$ cat config.mk
export PLATFORM = sky130hd
export DESIGN_NAME = arbiter_4way_rr_flat
export DESIGN_NICKNAME = d
export VERILOG_FILES = /design/src/rtl/arbiter_4way_rr_pkg.sv /design/src/rtl/arbiter_4way_rr_if.sv /design/src/rtl/rr_pick4.sv /design/src/rtl/arbiter_4way_rr.sv /design/src/flat_wrapper.sv
export SDC_FILE = /design/constraint.sdc
export NUM_CORES = 1
export LEC_CHECK = 0
export BUFFER_PORTS_ARGS = -buffer_cell sky130_fd_sc_hd__clkbuf_2
export CORE_MARGIN = 5
export CORE_UTILIZATION = 50
export CTS_CLUSTER_SIZE = 40
export DETAILED_ROUTE_END_ITERATION = 6
export PLACE_DENSITY = 0.73
export SLEW_MARGIN = 20
export SYNTH_ARGS = -nofsm -noshare
export SYNTH_HDL_FRONTEND = slang
export SYNTH_HIERARCHICAL = 1
export SYNTH_SLANG_ARGS = --single-unit
$ cat constraint.sdc
create_clock -name clk -period 3.57 [get_ports clk]
set_input_delay 0.714 -clock clk [delete_from_list [all_inputs] [get_ports clk]]
set_output_delay 0.714 -clock clk [all_outputs]
set_load 0.005 [all_outputs]
$ cat src/rtl/arbiter_4way_rr_pkg.sv
// Shared types and constants for the 4-way round-robin arbiter.
// Holds the FSM state encoding, the HOLD_MAX default and a one-hot helper.
package arbiter_4way_rr_pkg;

    localparam int unsigned NUM_REQ          = 4;
    localparam int unsigned HOLD_MAX_DEFAULT = 16;

    typedef enum logic {
        StIdle  = 1'b0,
        StGrant = 1'b1
    } arb_state_e;

    function automatic logic [NUM_REQ-1:0] id2onehot(input logic [1:0] id);
        return 4'b0001 << id;
    endfunction

endpackage

$ cat src/rtl/arbiter_4way_rr_if.sv
// Request/grant bundle between the requesters and the arbiter.
// The master side drives requests, enable and done; the slave (arbiter) drives the grant.
interface arbiter_4way_rr_if;
    import arbiter_4way_rr_pkg::*;

    logic               en;
    logic [NUM_REQ-1:0] req;
    logic               done;
    logic [NUM_REQ-1:0] gnt;
    logic [1:0]         gnt_id;
    logic               busy;

    modport master (
        output en,
        output req,
        output done,
        input  gnt,
        input  gnt_id,
        input  busy
    );

    modport slave (
        input  en,
        input  req,
        input  done,
        output gnt,
        output gnt_id,
        output busy
    );

endinterface

$ cat src/rtl/rr_pick4.sv
// Combinational rotating priority picker: first set req bit at or above ptr, wrapping.
module rr_pick4
    import arbiter_4way_rr_pkg::*;
(
    input  logic [NUM_REQ-1:0] req,
    input  logic [1:0]         ptr,
    output logic               hit,
    output logic [1:0]         id
);

    logic [1:0] w_idx;

    // Scan from the farthest offset down so the nearest set bit to ptr wins.
    always_comb begin
        hit   = 1'b0;
        id    = ptr;
        w_idx = 2'd0;
        for (int k = NUM_REQ - 1; k >= 0; k--) begin
            w_idx = ptr + 2'(k);
            if (req[w_idx]) begin
                hit = 1'b1;
                id  = w_idx;
            end
        end
    end

endmodule

$ cat src/rtl/arbiter_4way_rr.sv
// Four-requester round-robin arbiter with IDLE/GRANT FSM and bounded hold time.
// Every grant is followed by at least one idle cycle before the next one.
module arbiter_4way_rr
    import arbiter_4way_rr_pkg::*;
#(
    parameter int unsigned HOLD_MAX = HOLD_MAX_DEFAULT
) (
    input  logic              clk,
    input  logic              rst_n,
    arbiter_4way_rr_if.slave  io_bus
);

    localparam int unsigned CntW = $clog2(HOLD_MAX);

    arb_state_e         r_state, w_state_d;
    logic [NUM_REQ-1:0] r_gnt, w_gnt_d;
    logic [1:0]         r_gnt_id, w_gnt_id_d;
    logic               r_busy, w_busy_d;
    logic [1:0]         r_ptr, w_ptr_d;
    logic [CntW-1:0]    r_cnt, w_cnt_d;

    logic               w_hit;
    logic [1:0]         w_pick_id;
    logic               w_release;

    rr_pick4 u_pick (
        .req (io_bus.req),
        .ptr (r_ptr),
        .hit (w_hit),
        .id  (w_pick_id)
    );

    assign w_release = io_bus.done || !io_bus.req[r_gnt_id] ||
                       (r_cnt == CntW'(HOLD_MAX - 1));

    always_comb begin
        w_state_d  = r_state;
        w_gnt_d    = r_gnt;
        w_gnt_id_d = r_gnt_id;
        w_busy_d   = r_busy;
        w_ptr_d    = r_ptr;
        w_cnt_d    = r_cnt;
        unique case (r_state)
            StIdle: begin
                if (io_bus.en && w_hit) begin
                    w_state_d  = StGrant;
                    w_gnt_d    = id2onehot(w_pick_id);
                    w_gnt_id_d = w_pick_id;
                    w_busy_d   = 1'b1;
                    w_cnt_d    = '0;
                end
            end
            StGrant: begin
                if (w_release) begin
                    w_state_d = StIdle;
                    w_gnt_d   = '0;
                    w_busy_d  = 1'b0;
                    w_ptr_d   = r_gnt_id + 2'd1;
                    w_cnt_d   = '0;
                end else begin
                    w_cnt_d = r_cnt + CntW'(1);
                end
            end
            default: w_state_d = StIdle;
        endcase
    end

    always_ff @(posedge clk or negedge rst_n) begin
        if (!rst_n) begin
            r_state  <= StIdle;
            r_gnt    <= '0;
            r_gnt_id <= 2'd0;
            r_busy   <= 1'b0;
            r_ptr    <= 2'd0;
            r_cnt    <= '0;
        end else begin
            r_state  <= w_state_d;
            r_gnt    <= w_gnt_d;
            r_gnt_id <= w_gnt_id_d;
            r_busy   <= w_busy_d;
            r_ptr    <= w_ptr_d;
            r_cnt    <= w_cnt_d;
        end
    end

    assign io_bus.gnt    = r_gnt;
    assign io_bus.gnt_id = r_gnt_id;
    assign io_bus.busy   = r_busy;

endmodule

$ cat src/flat_wrapper.sv
// flat-port wrapper written by rule: the top's interface ports become plain ports
module arbiter_4way_rr_flat import arbiter_4way_rr_pkg::*;
#(
    parameter int unsigned HOLD_MAX = HOLD_MAX_DEFAULT
)
  (clk, rst_n, io_bus_en, io_bus_req, io_bus_done, io_bus_gnt, io_bus_gnt_id, io_bus_busy);
  arbiter_4way_rr_if io_bus_i ();
  input  logic clk;
  input  logic rst_n;
  input wire logic [$bits(io_bus_i.en)-1:0] io_bus_en;
  input wire logic [$bits(io_bus_i.req)-1:0] io_bus_req;
  input wire logic [$bits(io_bus_i.done)-1:0] io_bus_done;
  output wire logic [$bits(io_bus_i.gnt)-1:0] io_bus_gnt;
  output wire logic [$bits(io_bus_i.gnt_id)-1:0] io_bus_gnt_id;
  output wire logic [$bits(io_bus_i.busy)-1:0] io_bus_busy;
  assign io_bus_i.en = io_bus_en;
  assign io_bus_i.req = io_bus_req;
  assign io_bus_i.done = io_bus_done;
  assign io_bus_gnt = io_bus_i.gnt;
  assign io_bus_gnt_id = io_bus_i.gnt_id;
  assign io_bus_busy = io_bus_i.busy;
  arbiter_4way_rr #(.HOLD_MAX(HOLD_MAX)) u_core (.clk(clk), .rst_n(rst_n), .io_bus(io_bus_i));
endmodule
# Word level (Yosys, flattened, before mapping)
# Index checks and enable logic that the tools add are counted.
# Widths: inputs -> output; s select.
[word_totals] register_bits=14 latchBits=0 mem_bits_rw=0 rom_bits=0 inputBits=8 out_inout_bits=7 wordCells=58 n_memories=0
[classes] n_addsub=5 n_mul=0 n_div=0 order_cmp=5 n_eq_ne=3 shifts=1 muxes=30 n_bitwise=1 n_reduce_logical=7
[ops] cell="$mux 4" n=4
[ops] cell="$pmux 4 s2" n=2
[ops] cell="$lt 2x3->1 const B" n=5
[ops] cell="$mux 1" n=13
[ops] cell="$bmux 1 s2" n=5
[ops] cell="$mux 2" n=4
[ops] cell="$reduce_and 2->1" n=3
[ops] cell="$add 2x1->2 const B" n=2
[ops] cell="$add 2x2->2 const B" n=2
[ops] cell="$add 4x1->4 const B" n=1
[ops] cell="$eq 4x4->1 const B" n=1
[ops] cell="$pmux 1 s2" n=2
[ops] cell="$shl 1x2->4 const A" n=1
[ops] cell="$logic_or 1x1->1" n=2
[ops] cell="$ne 2x1->1 const B" n=1
[ops] cell="$ne 2x2->1 const B" n=1
[ops] cell="$logic_and 1x1->1" n=1
[ops] cell="$logic_not 1->1" n=1
[ops] cell="$not 1->1" n=1

# Longest topological paths before layout
[depth] word_depth=10 depth_mapped=7

# Modules after synthesis
# Netlist, hierarchy kept.
[modules_own_cells] mod="arbiter_4way_rr" n_inst=1 cells_each=64 area_per_inst_um2=711.9 seq_area_each_um2=350.3
[modules_own_cells] mod="rr_pick4" n_inst=1 cells_each=16 area_per_inst_um2=100.1 seq_area_each_um2=0.0

# Worst setup path before layout
# Ideal clock, no wire load.
[synth_path] path_kind="input-to-reg" from="input port io_bus_req[0]" to="register u_core.r_gnt[2], in the netlist u_core/io_bus.gnt[2]" setup_time_ps=78 t_arrival_ps=1839 setup_slack_ps=1653 path_stages=6 path_buffers=0 path_cell_list="and2b_2 > or4_1 > nand2_1 > nor3b_1 > a21oi_1 > o2bb2ai_1"
[synth_between] elab_chain_cells=9 word_cells_on_any_way=28
[synth_rtl] element="start: declaration" line="flat_wrapper.sv:11" source="input wire logic [$bits(io_bus_i.req)-1:0] io_bus_req;"
[synth_rtl] element="$bmux 1 s2" line="rr_pick4.sv:20" source="if (req[w_idx]) begin"
[synth_rtl] element="$mux 1 (not written as such)" line="rr_pick4.sv:20"
[synth_rtl] element="$mux 2 (3 in series)" line="rr_pick4.sv:20"
[synth_rtl] element="$mux 2 (*)" line="rr_pick4.sv:20"
[synth_rtl] element="named net u_core.w_pick_id[1]" line="arbiter_4way_rr.sv:23" source="logic [1:0] w_pick_id;"
[synth_rtl] element="$shl 1x2->4 (*)" line="arbiter_4way_rr_pkg.sv:14" source="return 4'b0001 << id;"
[synth_rtl] element="$mux 4 (*)" line="arbiter_4way_rr.sv:45" source="if (io_bus.en && w_hit) begin"
[synth_rtl] element="$pmux 4 s2 (*)" line="arbiter_4way_rr.sv:43" source="unique case (r_state)"
[synth_rtl] element="end signal: assignment" line="arbiter_4way_rr.sv:78" source="r_gnt <= w_gnt_d;"
[synth_rtl] element="end: declaration" line="arbiter_4way_rr.sv:16" source="logic [NUM_REQ-1:0] r_gnt, w_gnt_d;"
# The timed path passes the listed nets; every way through them passes the cells marked *. The select of a mux whose other input is x is not followed.
# A chain may end at the register's enable or synchronous reset.

# Final worst setup path
# Ends and elaborated chain as after synthesis.

==> results.toml <==
[clocking]
post_cts_buffers = 0
post_cts_resize_count = 0
hold_buffers = 0
tritoncts = "built"
clkSinkCount = 14
cts.path.max_buffers = 2
numCtsBuffers = 3
root_buffer = "clkbuf_4"
clk_latency_ns = 0.27
clk_pin_slew_ns = 0.09
htree_levels = 1

[yosys]
yosysMostFrequentCell = "dfrtp_1"
syn_inst = 80
yosys_warnings = 6
synth_seq_cells = 14
synth_top_area_cell = "dfrtp_1"
syn_nets = 89
ys_types = 33
avgSynthCellArea_sq_um = 10.2
ys.flop_type = "dfrtp_1"
async_reset_ff_share_pct = 100
yosysSeqAreaShare_pct = 43.1
syn-cell-area_sq_um = 812
synth_commonest_cells = "dfrtp_1 (14), a21oi_1 (7), nand2_1 (7)"
synth_top_area_share_pct = 43.1
synth_edf_count = 0
ys_top_cells_by_area = "dfrtp_1 (43%), a21oi_1 (4.3%), o2bb2ai_1 (4.3%)"

[sta]
grt_setup_unrepaired = "false"
period_share_pct = 53.6
hold_violations = 0
setup_slack_ns = 1.66
setup_viol = 0
fmax_ghz = 0.522
skew_ns = 0.00178
finalCriticalPeriod_ns = 1.91
tightest_slew_ns = 0.397
setup_tns_ns = 0
drv_slew = 0
relSlewSlack_pct = 73.5

[finish]
nFillCells = 141
syn_to_final_growth_pct = 14.2
n_antenna_cell = 0
drive_gt1_share_pct = 28.1
layout.nets = 106

[power]
ir_drop_v = 0.000389
leakage_nw = 0.425
pwr-share-comb_pct = 38.4
switching_power_mw = 0.230
clockPowerShare_pct = 17.8
p_per_area_nw_per_um2 = 685
switching_share_pct = 36.2
power.internal_mw = 0.405
p_seq_share_pct = 43.9

[floorplan]
initial_utilization_pct = 53.3
die_h_um = 50.3
rows = 14
io_pins = 15
die-area_sq_um = 2530
chipWidth_um = 50.3
core-area_sq_um = 1520

[global_route]
met3_usage_pct = 2.37
grt_max_degree = 15
grt_pass1_wl_um = 2730
gr-max-usage-layer = "met2"
use_met2_pct = 21.1
antenna_found_initial = 0
grt_overflow = 0
grt_use_total_pct = 13.3
grt_pass1_vias = 625
met1_usage_pct = 18.1

[route]
dr.pass1.iters = 4
finalWirelength_um = 1520
drc_errors = 0
vias = 639
ant_nets = 0
drt_iter0_drc = 9
viasPerCell = 5.71
avgRoutedWirePerCell_um = 13.5

[placement]
dp_hpwl_um = 1170
place_congestion = 0.774
port_buffers = 14
place_ws_ns = 1.38

[setup_path]
rrSetupSlack_ns = 1.80
cp.arrival_ns = 2.11
critPathMaxFanout = 6
reg2reg_depth = 6
start_kind = "input port"
timing.rr.start = "u_core/r_ptr[0]"
startpoint = "io_bus_req[0]"
critPathKind = "in -> reg"
critPathCaptureType = "flip-flop"
cp.required_ns = 3.77
reg2reg_to = "u_core/io_bus.gnt[2]"

[flow_run]
maxCapViolCount = 0

[hold_path]
hp-class = "in -> async"

[status]
status = "completed"
power groups by stage:
stage / Sequential (mW) / Clock [mW] / Combinational [mW]
floorplan: 0.259 / 0 / 0.199
global placement: 0.283 / 0 / 0.240
detailed placement: 0.282 / 0 / 0.246
CTS: 0.279 / 0.117 / 0.246
global route: 0.291 / 0.123 / 0.271
finish: 0.278 / 0.113 / 0.243
state kept, by name, summed over array words and instances, names as in the netlist:
name,cells
u_core/r_cnt,4
u_core/io_bus.busy,1
u_core/io_bus.gnt_id,2
u_core/io_bus.gnt,4
u_core/r_state,1
u_core/r_ptr,2
worst max path at each step:
stage	slack, ns	cells after the start	to
3_3_place_gp	1.44	7	u_core/io_bus.gnt[2]
5_1_grt	1.53	7	u_core/io_bus.gnt[2]
4_1_cts	1.67	7	u_core/io_bus.gnt[2]
6_report	1.66	7	u_core/io_bus.gnt[2]
3_5_place_dp	1.38	7	u_core/io_bus.gnt[2]
2_1_floorplan	1.65	6	u_core/io_bus.gnt[2]
area by class of cell:
cell class / instances / area, sq um / share of cell area, %
Multi-Input combinational cell: 62 / 443 / 47.8
Sequential cell: 14 / 350 / 37.8
Timing Repair Buffer: 14 / 70.1 / 7.56
Clock buffer: 4 / 36.3 / 3.91
Tap cell: 16 / 20.0 / 2.16
Inverter: 2 / 7.51 / 0.810
cells by family after synthesis:
group,synth area share (%)
adders and majority gates,1.54
DFF,43.1
AOI/OAI and AO/OA,20.8
and+or+nand+nor,21.9
buffers and inverters,2.31
xor gates and xnor gates,1.08
muxes,9.24
per-layer routing:
layer / vias up / routed length [um]
met1: 290 / 728
met4: 0 / 16
met2: 16 / 687
met5: - / 0
met3: 2 / 83
li1: 331 / -
per-stage QoR:
stage / util [%] / instances / hold WS, ns / power [mW] / instance area (sq um)
after floorplan: - / 80 / 0.418 / 0.457 / 812
after global placement: 58.5 / 108 / 0.497 / 0.523 / 891
after detailed placement: 58.5 / 108 / 0.501 / 0.528 / 891
after CTS: 60.8 / 112 / 0.331 / 0.642 / 927
after global routing: 60.8 / 112 / 0.338 / 0.685 / 927
final: 60.8 / 112 / 0.321 / 0.635 / 927
placed cells by master (no fill, tap or decap), types with 2 or more instances in the layout:
master      n
mux2i_2     2
o2bb2ai_1   4
nor3_1      2
nand3_1     5
clkbuf_4    3
nor2_1      5
inv_1       2
mux2_1      2
a21oi_1     7
nand4b_1    2
dfrtp_1    14
o21ai_0     2
nand2_1     7
nor3b_1     2
and2b_2     2
clkbuf_2   14
o21ai_1     4
critical path, stage by stage:
cell	delay [ns]
clkbuf_2	0.12
and2b_2	0.19
or4_1	0.50
nand2_1	0.16
nor3b_1	0.21
a21oi_1	0.06
o2bb2ai_1	0.15
No activity file was read; power rests on OpenSTA's default activity.
